File: src/rtl/uart_receiver.sv
// uart_receiver: serial-to-parallel UART receiver. Frame is start(0),
// WIDTH data bits LSB first, even parity, stop(1).
// Ports:
//   clk        - system clock, all logic on posedge
//   rstn       - asynchronous active-low reset
//   en         - receiver enable; low blocks start detection / aborts frame
//   rx_data    - serial line, idles high
//   d_out      - last received data word
//   d_valid    - one-cycle strobe when d_out and error flags update
//   parity_err - parity mismatch on last frame
//   frame_err  - stop bit sampled low on last frame
//   busy       - high while a frame is in progress
module uart_receiver #(
    parameter int WIDTH        = 8,
    parameter int CLKS_PER_BIT = 1
) (
    input  logic             clk,
    input  logic             rstn,
    input  logic             en,
    input  logic             rx_data,
    output logic [WIDTH-1:0] d_out,
    output logic             d_valid,
    output logic             parity_err,
    output logic             frame_err,
    output logic             busy
);

    localparam int CW = $clog2(CLKS_PER_BIT) + 1;
    localparam int IW = $clog2(WIDTH + 3);
    localparam int H  = (CLKS_PER_BIT - 1) / 2;

    localparam logic [CW-1:0] CNT_LAST = CW'(CLKS_PER_BIT - 1);
    // START waits H cycles past detection; unused when H==0
    localparam logic [CW-1:0] CNT_HALF = CW'((H > 0) ? H - 1 : 0);
    localparam logic [IW-1:0] IDX_LAST = IW'(WIDTH - 1);

    typedef enum logic [2:0] {
        IDLE,
        START,
        DATA,
        PARITY,
        STOP
    } state_t;

    logic             sync1_q;
    logic             sync2_q;
    logic             rx_s;
    state_t           state_q;
    logic [CW-1:0]    cnt_q;
    logic [IW-1:0]    idx_q;
    logic [WIDTH-1:0] shift_q;
    logic             perr_q;
    logic             brk_q;
    logic [WIDTH-1:0] d_out_q;
    logic             d_valid_q;
    logic             parity_err_q;
    logic             frame_err_q;

    assign rx_s = sync2_q;

    always_ff @(posedge clk or negedge rstn) begin
        if (!rstn) begin
            sync1_q <= 1'b1;
            sync2_q <= 1'b1;
        end else begin
            sync1_q <= rx_data;
            sync2_q <= sync1_q;
        end
    end

    always_ff @(posedge clk or negedge rstn) begin
        if (!rstn) begin
            state_q      <= IDLE;
            cnt_q        <= '0;
            idx_q        <= '0;
            shift_q      <= '0;
            perr_q       <= 1'b0;
            brk_q        <= 1'b0;
            d_out_q      <= '0;
            d_valid_q    <= 1'b0;
            parity_err_q <= 1'b0;
            frame_err_q  <= 1'b0;
        end else begin
            d_valid_q <= 1'b0;
            if (state_q != IDLE && !en) begin
                state_q <= IDLE;
                cnt_q   <= '0;
                idx_q   <= '0;
            end else begin
                unique case (state_q)
                    IDLE: begin
                        // a break holds off detection until the line rises
                        if (rx_s) begin
                            brk_q <= 1'b0;
                        end
                        if (en && !rx_s && !brk_q) begin
                            cnt_q <= '0;
                            idx_q <= '0;
                            // with H==0 this edge is the start sample
                            state_q <= (H == 0) ? DATA : START;
                        end
                    end
                    START: begin
                        if (cnt_q == CNT_HALF) begin
                            cnt_q   <= '0;
                            state_q <= rx_s ? IDLE : DATA;
                        end else begin
                            cnt_q <= cnt_q + 1'b1;
                        end
                    end
                    DATA: begin
                        if (cnt_q == CNT_LAST) begin
                            cnt_q   <= '0;
                            shift_q <= {rx_s, shift_q[WIDTH-1:1]};
                            idx_q   <= idx_q + 1'b1;
                            if (idx_q == IDX_LAST) begin
                                state_q <= PARITY;
                            end
                        end else begin
                            cnt_q <= cnt_q + 1'b1;
                        end
                    end
                    PARITY: begin
                        if (cnt_q == CNT_LAST) begin
                            cnt_q   <= '0;
                            perr_q  <= (^shift_q) != rx_s;
                            state_q <= STOP;
                        end else begin
                            cnt_q <= cnt_q + 1'b1;
                        end
                    end
                    STOP: begin
                        if (cnt_q == CNT_LAST) begin
                            cnt_q        <= '0;
                            d_out_q      <= shift_q;
                            parity_err_q <= perr_q;
                            frame_err_q  <= ~rx_s;
                            d_valid_q    <= 1'b1;
                            brk_q        <= ~rx_s;
                            state_q      <= IDLE;
                        end else begin
                            cnt_q <= cnt_q + 1'b1;
                        end
                    end
                    default: begin
                        state_q <= IDLE;
                    end
                endcase
            end
        end
    end

    assign d_out      = d_out_q;
    assign d_valid    = d_valid_q;
    assign parity_err = parity_err_q;
    assign frame_err  = frame_err_q;
    assign busy       = (state_q != IDLE);

endmodule

File: config.mk
export PLATFORM = sky130hd
export DESIGN_NAME = uart_receiver
export DESIGN_NICKNAME = d
export VERILOG_FILES = /design/src/rtl/uart_receiver.sv
export SDC_FILE = /design/constraint.sdc
export NUM_CORES = 1
export LEC_CHECK = 0
export ABC_CLOCK_PERIOD_IN_PS = 1700
export CORE_MARGIN = 3
export CORE_UTILIZATION = 48
export CTS_CLUSTER_DIAMETER = 120
export DETAILED_ROUTE_END_ITERATION = 16
export GPL_ROUTABILITY_DRIVEN = 1
export GPL_TIMING_DRIVEN = 0
export PLACE_DENSITY = 0.74
export SLEW_MARGIN = 20
export SYNTH_ARGS = -nofsm -noshare
export SYNTH_HDL_FRONTEND = slang
export SYNTH_SLANG_ARGS = --single-unit
File: constraint.sdc
create_clock -name clk -period 1.7 [get_ports clk]
set_clock_uncertainty 0.2 [all_clocks]
set_input_delay 0.255 -clock clk [delete_from_list [all_inputs] [get_ports clk]]
set_output_delay 0.255 -clock clk [all_outputs]
set_load 0.01 [all_outputs]
### After elaboration in Yosys (flattened, before gate mapping)

Cells that the tools add are included.

| word-level totals | value |
|---|---|
| register bits | 31 |
| bits of input ports | 4 |
| output and inout bits | 12 |

| cells by class | value |
|---|---|
| equal/unequal tests | 14 |
| add/sub/neg operators | 2 |
| bitwise operators | 3 |
| reduce and logical (&&, ||, !) cells | 20 |
| mux-type cells | 23 |

Operator list:

| cell | number |
|---|---|
| $mux 3 | 7 |
| $ne 3x3->1 const B | 6 |
| $pmux 3 s5 | 1 |
| $mux 4 | 3 |
| $reduce_and 3->1 | 4 |
| $reduce_bool 3->1 | 3 |
| $mux 1 | 8 |
| $pmux 4 s2 | 1 |
| $reduce_xor 8->1 | 1 |
| $eq 3x2->1 const B | 2 |
| $reduce_and 6->1 | 1 |
| $add 4x1->4 const B | 1 |
| $eq 4x3->1 const B | 1 |
| $ne 2x2->1 const B | 2 |
| $pmux 1 s2 | 2 |
| $reduce_and 4->1 | 1 |
| $reduce_or 4->1 | 1 |
| $eq 3x1->1 const B | 1 |
| $eq 3x3->1 const B | 1 |
| $logic_and 1x1->1 | 3 |
| $logic_not 1->1 | 3 |
| $logic_not 3->1 | 1 |
| $not 1->1 | 3 |
| $mux 2 | 1 |
| 4 further kinds | 4 |

### Depth between registers and ports, before layout

Gate-level depths: netlist (run 1).

| logic depth | value |
|---|---|
| depth after elaboration | 6 |
| mapped depth | 5 |
| mapped depth without buffers | 5 |

### Worst setup path before layout (run 1)

OpenSTA, ideal clock, no wires.

| timing | value |
|---|---|
| kind | flip-flop to flip-flop |
| start | register state_q[0] |
| end | register idx_q[2] |
| clock period less this slack | 1.658 ns |
| buffers on the path | 1 |
| data required time | 1.377 ns |
| setup slack | 0.042 ns |
| cell stages (with the launch flop) | 6 |
| arrival | 1.335 ns |
| path through | dfrtp_1 > or3_1 > clkbuf_2 > o211ai_1 > xor2_1 > nor2_1 |

| on the way | value |
|---|---|
| word-level cells in the longest chain between the ends | 4 |

Ends and longest elaborated chain:

| element | RTL line | source |
|---|---|---|
| start: declaration | 48 | `state_t state_q;` |
| start signal: assignment | 100 | `state_q <= (H == 0) ? DATA : START;` |
| start signal: assignment | 106 | `state_q <= rx_s ? IDLE : DATA;` |
| $reduce_bool 3->1 (*) | n/a |  |
| net busy | 25 | `output logic busy` |
| $logic_and 1x1->1 (*) | 85 | `if (state_q != IDLE && !en) begin` |
| $ne 3x3->1 (no line) or $reduce_bool 3->1 (tied branches) | n/a |  |
| $reduce_and 3->1 (no line) | n/a |  |
| end signal: assignment | 115 | `idx_q <= idx_q + 1'b1;` |
| end: declaration | 50 | `logic [IW-1:0] idx_q;` |

The timed path passes the listed nets; every way through them passes the cells marked *.
A chain may end at the register's enable or synchronous reset.

### Final worst setup path (run 1)

| timing | value |
|---|---|
| start | register state_q[1] |
| end | output port busy |

| on the way | value |
|---|---|
| word-level cells in the longest chain between the ends | 1 |

Ends and longest elaborated chain:

| element | RTL line | source |
|---|---|---|
| $reduce_bool 3->1 | 157 | `assign busy = (state_q != IDLE);` |
| end: declaration | 25 |  |

Every way passes these cells.

==> out/results.tsv, run 1 <==
stage	metric	value	unit
outcome	status	finished with violations	
outcome	failing checks	negative setup slack	
clocking	TritonCTS Sinks	30	
floorplanning	die area	3260	um2
min_path	Hold WC Path Type	in -> reg	
synth	count leader, synth	nand2_1	
drt	Antenna Nets Post-Route	0	
grt	antenna violations before repair	0	
synth	syn nets	116	
synth	Area contributors post-synth	dfrtp_1 56%, nand2_1 9.9%, mux2_2 9.0%	
synth	yosys warns	0	
timing	Fin. Hold Viols	0	
critical_path	CP max-delay cell	or3_4	
clocking	clock insertion delay at the later pin of the skew report	0.33	ns
cells_and_area	Finished Layout Cells	173	
critical_path	CP Max Fanout	3	
floorplanning	Ports	16	
floorplanning	Rows	17	
timing	Final Setup Violations	6	
min_path	hold path cells	1	
drt	DRC	0	
critical_path	critical path buffer and inverter count	1	
place	placed cell count	154	
cells_and_area	Area Overhead vs Synth	36.6	%
grt	number of global-route vias before repair	974	
cells_and_area	Layout fillers	175	
synth	largest family of logic cells by synthesized area	simple AND/OR/NAND/NOR gates	
critical_path	family with the most delay on the worst path	simple AND/OR/NAND/NOR gates	
synth	area share of the largest cell type after synthesis	55.9	%
critical_path	critical path depth	2	
synth	Avg Synthesized Cell Area	11.3	um2
clocking	CTS Buf Count	5	
grt	pin count of the biggest net entering global routing	31	
place	buffers added on ports	15	
timing	min Tclk post-route	1.75	ns
clocking	clock root cell	clkbuf_4	
grt	global-route wire length before repair	4520	um
power_and_ir_drop	pwr dens	1190	nW/um2
grt	total grt overflow	0	
cells_and_area	ANT cells	0	
floorplanning	Initial Util	53.5	%
drt	wirelength, routed	2740	um
synth	EDFF count, synth	0	
clocking	H-tree levels	2	
synth	synthesized area	1250	um2
power_and_ir_drop	Max rail drop VDD	0.983	mV
floorplanning	Die Ht	57.1	um
critical_path	critical path class	reg -> out	
clocking	Max Root-Sink Buffers	2	
synth	Post-synth top cells	33 x nand2_1, 28 x dfrtp_1, 10 x mux2_2, 5 x nor2_1, 5 x xnor2_1	
place	Final Wtd Congestion	0.691	
grt	Total Routing Usage GR	18.3	%
cells_and_area	share of layout cells above drive strength 1	29.7	%
timing	slew margin rel.	57.1	%
critical_path	Worst Setup Start Kind	flop	
flow_run	Max Cap Violations	0	
timing	RSZ-0062 raised after global routing	true	
synth	multiplexer share of the synthesized area	8.99	%
power_and_ir_drop	Leakage	0.980	nW
timing	worst setup margin	-0.0480	ns
critical_path	Largest stage delay, worst path	0.42	ns
critical_path	worst r2r path cells	4	
synth	Synth Area in Simple Gates	15.0	%
drt	1st-iter DRT viols	16	
synth	Synth Area in XOR/XNOR	7.39	%
synth	Synth area leader	dfrtp_1	
synth	Yosys reg bits	30	
synth	Synth Instances	111	
synth	post-synthesis compound-gate area fraction	5.89	%
synth	asr flop ratio synth	100	%
drt	routed vias/inst	5.49	
drt	total number of vias	949	
timing	fin crit share	103	%
clocking	clock-pin slew on the worst setup and hold paths	0.09	ns
critical_path	CP Capture Type	output pin	
synth	Synth Flop Type	dfrtp_1	
cells_and_area	nets	149	
critical_path	worst path arrival time	1.29	ns
drt	first drt pass iteration count	4	
synth	post-synthesis adder-cell area fraction	0.999	%
clocking	CTS tree	built	
timing	Fmax	0.572	GHz
synth	post-synthesis cell type count	26	
timing	worst-margin pin slew	0.644	ns
floorplanning	Placeable Area	2340	um2
floorplanning	Die W	57.1	um
synth	sequential area share after synthesis	60.1	%
critical_path	crit-path cells	or3_4 -> buf_6	
cells_and_area	end-of-flow core utilization	73.1	%
place	Final HPWL DP	1580	um
critical_path	CP required	1.24	ns
drt	WL/cell	15.8	um
timing	Final Max Slew Viols	0	
cell families (layout without fill, tap and decap cells):
logic type      count (synthesis)  in the layout
flops                          30             30
fa+ha+maj                       1              1
simple gates                   45             45
buf+inv                         5             39
compound gates                 11             11
mux                            10             10
xor+xnor                        9              9
registers in the layout, indices dropped and copies added, names as in the netlist:
| name | flops |
|---|---|
| perr_q | 1 |
| sync1_q | 1 |
| d_out | 8 |
| idx_q | 4 |
| brk_q | 1 |
| d_valid | 1 |
| frame_err | 1 |
| state_q | 3 |
| parity_err | 1 |
| shift_q | 8 |
| rx_s | 1 |
cells in the final DEF, fill, tap and decap left out, types with 3 or more instances in the layout:
cell / n
dfrtp_1: 26
buf_4: 9
nand2_1: 32
xnor2_1: 4
dlymetal6s2s_1: 7
clkbuf_8: 3
clkbuf_4: 5
dlygate4sd2_1: 4
xor2_1: 3
nor2_1: 4
mux2_4: 8
routing by layer:
metal | vias up | share of wire [%] | global-route usage [%]
li1 | 435 | - | -
met1 | 471 | 42 | 21.8
met2 | 35 | 49 | 27.9
met3 | 8 | 6.8 | 7.92
met4 | 0 | 1.8 | 9.93
met5 | - | 0 | 0
final cells by class:
type,instances,area (um2),share of cell area [%]
Multi-Input combinational cell,76,543,31.7
Clock buffer,8,78.8,4.61
Timing Repair Buffer,27,282,16.5
Tap cell,28,35.0,2.05
Sequential cell,30,756,44.2
Buffer,1,5.00,0.293
Inverter,3,11.3,0.658
power by group:
part | internal (mW) | switching, mW
clock network | 0.282 | 0.232
registers | 0.808 | 0.101
logic | 0.390 | 0.214
total | 1.48 | 0.546
path summary, 6_finish.rpt:
path	startpoint	end	slack, ns
setup / recovery	state_q[1]$_DFFE_PN0P_	busy	-0.05
hold / removal	rx_data	sync1_q$_DFF_PN1_	0.14
setup reg to reg	shift_q[5]$_DFFE_PN0P_	perr_q$_DFFE_PN0P_	-0.02
hold reg to reg	sync1_q$_DFF_PN1_	rx_s$_DFF_PN1_	0.17
max in group asynchronous	rstn	state_q[2]$_DFFE_PN0P_	0.57
min in group asynchronous	rstn	idx_q[3]$_DFFE_PN0P_	0.28
stage by stage:
step           cell area, um2  hold WS (ns)  power, mW  setup slack [ns]  TNS, ns
2_1_floorplan            1250        -0.241       1.27            0.0420        0
3_3_place_gp             1440         0.147       1.35            -0.507   -14.66
3_5_place_dp             1430         0.120       1.38            -0.610    -7.49
4_1_cts                  1600         0.138       1.95           -0.0314  -0.0607
5_1_grt                  1710         0.137       2.14           -0.0911   -0.533
6_report                 1710         0.140       2.03           -0.0480   -0.104
timing repair:
item | CTS | global route
hold buffers | 1 | 0
setup endpoints to repair | 17 | 31
pin swaps | 4 | 2
gates cloned | 0 | 1
endpoints found under the hold margin | 28 | 0
resized for setup | 13 | 25
setup buffers | 8 | 2
Power figures use the tool's default switching activity.
==> inputs of run 2 (changes only) <==
--- a/config.mk
+++ b/config.mk
@@ -5,14 +5,14 @@
 export SDC_FILE = /design/constraint.sdc
 export NUM_CORES = 1
 export LEC_CHECK = 0
-export ABC_CLOCK_PERIOD_IN_PS = 1700
+export ABC_CLOCK_PERIOD_IN_PS = 2000
 export CORE_MARGIN = 3
-export CORE_UTILIZATION = 48
+export CORE_UTILIZATION = 53
 export CTS_CLUSTER_DIAMETER = 120
 export DETAILED_ROUTE_END_ITERATION = 16
 export GPL_ROUTABILITY_DRIVEN = 1
 export GPL_TIMING_DRIVEN = 0
-export PLACE_DENSITY = 0.74
+export PLACE_DENSITY = 0.77
 export SLEW_MARGIN = 20
 export SYNTH_ARGS = -nofsm -noshare
 export SYNTH_HDL_FRONTEND = slang
==> constraint.sdc (replaced) <==
create_clock -name clk -period 2 [get_ports clk]
set_clock_uncertainty 0.2 [all_clocks]
set_input_delay 0.3 -clock clk [delete_from_list [all_inputs] [get_ports clk]]
set_output_delay 0.3 -clock clk [all_outputs]
set_load 0.01 [all_outputs]
==> run 2 against run 1 <==
Effect of this change:
- the run now ends clean
- hold slack improved by 0.022 ns
- final cell count decreased by 5.2%
- utilization shrank 0.18 points
- via count is 11% lower
- non-clock buffer count is 8 lower
- clock-buffer cell count down 1
- wire length fell by 21%
- combinational power fell by 38%
- total power down 21%
- critical path depth grew 1
- critical path type unchanged
- largest power group unchanged
==> out/results.tsv, run 2 (synthesis results as in run 1) <==
stage	metric	value	unit	change
power_and_ir_drop	pwr dens	1040	nW/um2	-12%
critical_path	reg2reg start	state_q[2]$_DFFE_PN0P_		
place	Final Wtd Congestion	0.765		+11%
timing	Hold WS	0.162	ns	+0.0215 ns
timing	Fin. Hold Viols	0		unchanged
timing	Fmax	0.533	GHz	
critical_path	CP Max Fanout	6		+3
cells_and_area	leading cell type in the layout, fill and taps excluded	nand2_1		
critical_path	critical path class	reg -> out		
timing	fin crit share	93.9	%	
min_path	HP Start	sync1_q$_DFF_PN1_		
critical_path	crit-path cells	or3_1 -> clkbuf_2 -> clkbuf_2		
floorplanning	Die W	54.6	um	-4.3%
cells_and_area	fin area	1530	um2	-10%
drt	Antenna Nets Post-Route	0		unchanged
timing	slew margin rel.	57.7	%	+0.64 points
drt	wirelength, routed	2170	um	-21%
clocking	CTS Buf Count	5		unchanged
floorplanning	die area	2980	um2	-8.5%
floorplanning	Rows	16		-1
drt	routed vias/inst	5.14		-6.3%
place	buffers added on ports	15		unchanged
cells_and_area	share of layout cells above drive strength 1	18.2	%	-11 points
min_path	Hold WC Path Type	reg -> reg		
place	Final HPWL DP	1440	um	-8.6%
critical_path	CP required	1.50	ns	+0.26 ns
clocking	clock root cell	clkbuf_4		
critical_path	CP max-delay cell	dfrtp_2		
place	setup slack at placement	-0.302	ns	+0.308 ns
grt	antenna violations before repair	0		unchanged
outcome	status	complete, no violations		
drt	DRC	0		unchanged
drt	1st-iter DRT viols	13		-3
clocking	clock insertion delay at the later pin of the skew report	0.32	ns	about the same
clocking	TritonCTS Sinks	30		unchanged
floorplanning	Placeable Area	2100	um2	-10%
grt	number of global-route vias before repair	881		-9.5%
critical_path	Largest stage delay, worst path	0.41	ns	about the same
critical_path	family with the most delay on the worst path	flip-flops		
timing	min Tclk post-route	1.88	ns	
cells_and_area	Area Overhead vs Synth	22.4	%	
place	placed cell count	153		-0.65%
drt	WL/cell	13.3	um	-16%
floorplanning	Ports	16		unchanged
grt	Total Routing Usage GR	18.8	%	+0.54 points
clocking	Max Root-Sink Buffers	2		unchanged
drt	first drt pass iteration count	4		unchanged
timing	RSZ-0062 raised after global routing	false		
clocking	CTS tree	built		
critical_path	crit-path most repeated cell	clkbuf_2		
power_and_ir_drop	Max rail drop VDD	0.824	mV	-16%
critical_path	Worst Setup Start Kind	flop		
cells_and_area	commonest cells after routing, fill and taps aside	33 x nand2_1, 27 x dfrtp_1, 13 x clkdlybuf4s50_1		
clocking	H-tree levels	2		unchanged
critical_path	CP Capture Type	output pin		
critical_path	critical path buffer and inverter count	2		+1
flow_run	Max Cap Violations	0		unchanged
timing	Final Max Slew Viols	0		unchanged
timing	worst-margin pin slew	0.634	ns	-0.00964 ns
grt	pin count of the biggest net entering global routing	31		unchanged
floorplanning	Die Ht	54.6	um	-4.3%
timing	Fin Setup TNS	0	ns	+0.104 ns
cells_and_area	Finished Layout Cells	164		-5.2%
grt	global-route wire length before repair	3750	um	-17%
power_and_ir_drop	Leakage	0.738	nW	-25%
cells_and_area	ANT cells	0		unchanged
critical_path	CP startpoint	state_q[0]$_DFFE_PN0P_		
drt	total number of vias	843		-11%
grt	total grt overflow	0		unchanged
clocking	clock-pin slew on the worst setup and hold paths	0.08	ns	about the same
cells_and_area	nets	141		-5.4%
timing	Final Setup Violations	0		-6
timing	worst setup margin	0.123	ns	+0.171 ns
critical_path	worst path arrival time	1.38	ns	+0.09 ns
floorplanning	Initial Util	59.6	%	+6.1 points
place	Cell Area, Placed	1430	um2	about the same
run 2: area by class of cell:
type,count,area (um2)
multi-input cells,76,484
clock buffers,7,45.0
fillers,155,569
well taps,27,33.8
inverters,3,11.3
clock inverters,1,30.0
flip-flops and latches,30,754
repair buffers,18,165
plain buffers,2,8.76
run 2: per-stage QoR:
step,utilization (%),power [mW]
2_1_floorplan,-,1.08
3_3_place_gp,68.3,1.14
3_5_place_dp,68.1,1.15
4_1_cts,72.9,1.62
5_1_grt,72.9,1.70
6_report,72.9,1.60
run 2: where the power goes:
group | switching [mW] | total, mW | internal, mW
Clock | 0.190 | 0.455 | 0.265
Sequential | 0.0837 | 0.771 | 0.687
Combinational | 0.129 | 0.375 | 0.246
Total | 0.403 | 1.60 | 1.20
run 2: timing repair:
| action | in CTS | in global routing |
|---|---|---|
| hold buffers | 1 | 0 |
| endpoints found under the setup margin | 1 | 9 |
| endpoints found under the hold margin | 28 | 0 |
| setup buffers | 2 | 0 |
| resized for setup | 3 | 2 |
run 2: path summary, 6_finish.rpt:
kind	end	slack, ns	cells after the start
max reg2reg	shift_q[5]$_DFFE_PN0P_	0.23	4
min reg2reg	rx_s$_DFF_PN1_	0.16	0
min in group asynchronous	brk_q$_DFFE_PN0P_	0.33	2
max	busy	0.12	3
max in group asynchronous	state_q[0]$_DFFE_PN0P_	0.82	2
min	rx_s$_DFF_PN1_	0.16	0
run 2: routing by layer:
metal	vias to the layer above	track usage [%]	share of wire [%]
li1	417	-	-
met1	405	22.9	45
met2	17	28.3	49
met3	4	9.26	5.1
met4	0	7.88	1.3
met5	-	0	0
==> edit: new RTL, flow settings as in run 2 <==
Re-encode `state_t` (5 states) as Gray code, 3 bits wide.
--- a/src/rtl/uart_receiver.sv
+++ b/src/rtl/uart_receiver.sv
@@ -37,7 +37,7 @@
     typedef enum logic [2:0] {
-        IDLE,
-        START,
-        DATA,
-        PARITY,
-        STOP
+        IDLE   = 3'b000,
+        START  = 3'b001,
+        DATA   = 3'b011,
+        PARITY = 3'b010,
+        STOP   = 3'b110
     } state_t;
Check against the original RTL: same outputs for any inputs over 10 cycles, from zero or initial values and one cycle with rstn low; not proved beyond that.
==> edit against run 2 <==
Global-route usage rose by 0.84 points. Wire length rose by 13%. Critical path depth rose by 2. Non-clock buffer count did not move. Clock power fell by 27%. Sequential cell count did not move. Worst setup slack got worse by 0.064 ns. Cell area fell by 0.73%. Total power fell by 18%. Area after synthesis rose by 1.3%. Highest routed layer unchanged.
==> edit: results (changes against run 2) <==
| Group | Metric | This run | vs run 2 |
|---|---|---|---|
| outcome | Result of the run | finished, final reports clean |  |
| finish | Footprint of the multi-input gates | 483 µm² | -0.26% |
| logic synthesis | Top cell types by occurrence after synthesis | 31 x sky130_fd_sc_hd__nand2_1, 28 x sky130_fd_sc_hd__dfrtp_1, 8 x sky130_fd_sc_hd__mux2_2 |  |
| worst setup path | CP Data Arrival Time | 1.95 ns | +0.57 ns |
| logic synthesis | Share of synthesized area spent on multiplexers | 9.07% | +0.082 points |
| grt | Met1 GRT Util | 21.4% | -1.5 points |
| power | Clock power share | 25.4% | -3.0 points |
| finish | Number of nets at the end of the flow | 143 | +1.4% |
| route | Met1 layer wirelength in the final routing | 1.00 mm | +3.6% |
| power | Sequential share of power | 54.7% | +6.5 points |
| grt | Tot GR Track Use | 19.7% | +0.84 points |
| worst setup path | Critical R2R Capture | shift_q[1]$_DFFE_PN0P_ |  |
| place | Pre-CTS worst setup slack | -0.224 ns | +0.0788 ns |
| sta | Fin Hold WS | 0.158 ns | -0.00348 ns |
| route | DR WL met2 | 1.31 mm | +23% |
| logic synthesis | Fraction of the mapped netlist area in compound gates | 6.11% | +0.22 points |
| grt | Met3 demand-to-capacity share in global routing | 5.09% | -4.2 points |
| logic synthesis | Number of distinct library cells after synthesis | 29 | +12% |
| sta | Rel. slew slack | 57.4% | -0.31 points |
| logic synthesis | Leading cell types by total area after synthesis | sky130_fd_sc_hd__dfrtp_1 55%, sky130_fd_sc_hd__nand2_1 9.2%, sky130_fd_sc_hd__mux2_2 7.1% |  |
| power | Static Leakage | 0.762 nW | +3.4% |
| place | Global placer's final weighted congestion | 0.847 | +11% |
| logic synthesis | Post-synthesis xor/xnor area fraction | 5.92% | -1.5 points |
| finish | Fraction of layout cells with a size suffix above 1 | 16.5% | -1.7 points |
| logic synthesis | Share of synthesized area occupied by flip-flops and latches | 59.4% | -0.77 points |
| place | Number of placed instances, taps included | 157 | +2.6% |
| logic synthesis | Post-Synthesis Net Count | 119 | +2.6% |
| route | Avg Vias per Cell | 5.26 | +2.4% |
| route | DRT Wirelength | 2.45 mm | +13% |
| route | Post-DR wirelength/cell | 14.7 µm | +11% |
| grt | Global-route wire length before repair | 3.93 mm | +4.8% |
==> edit: changes by cell type in the layout (fill, tap and decap cells not counted), sizes merged, moves of 2 or more <==
cell   before  now
inv         2    6
nand2      33   31
nor2b       0    3
o21ai       3    5
nor2        6    2
xor2        3    1
a22o        2    0
nand3       1    4
==> edit: what timing repair did <==
item,CTS,global route
pin swaps,0,0
resized for setup,1,2
endpoints found under the hold margin,28,0
hold buffers,1,0
setup buffers,1,0
endpoints found under the setup margin,1,1
==> edit: critical path, stage by stage <==
cell and delay [ns]:
sky130_fd_sc_hd__clkdlybuf4s50_1 0.55, sky130_fd_sc_hd__and2b_1 0.22, sky130_fd_sc_hd__and3_1 0.19, sky130_fd_sc_hd__clkbuf_1 0.31, sky130_fd_sc_hd__mux2_2 0.38
==> edit: layout make-up <==
class	count	share of cell area, %
Buffer	3	0.822
Clock buffer	8	3.21
Inverter	6	1.48
Multi-Input combinational cell	75	31.7
Sequential cell	30	49.6
Tap cell	28	2.30
Timing Repair Buffer	17	10.9
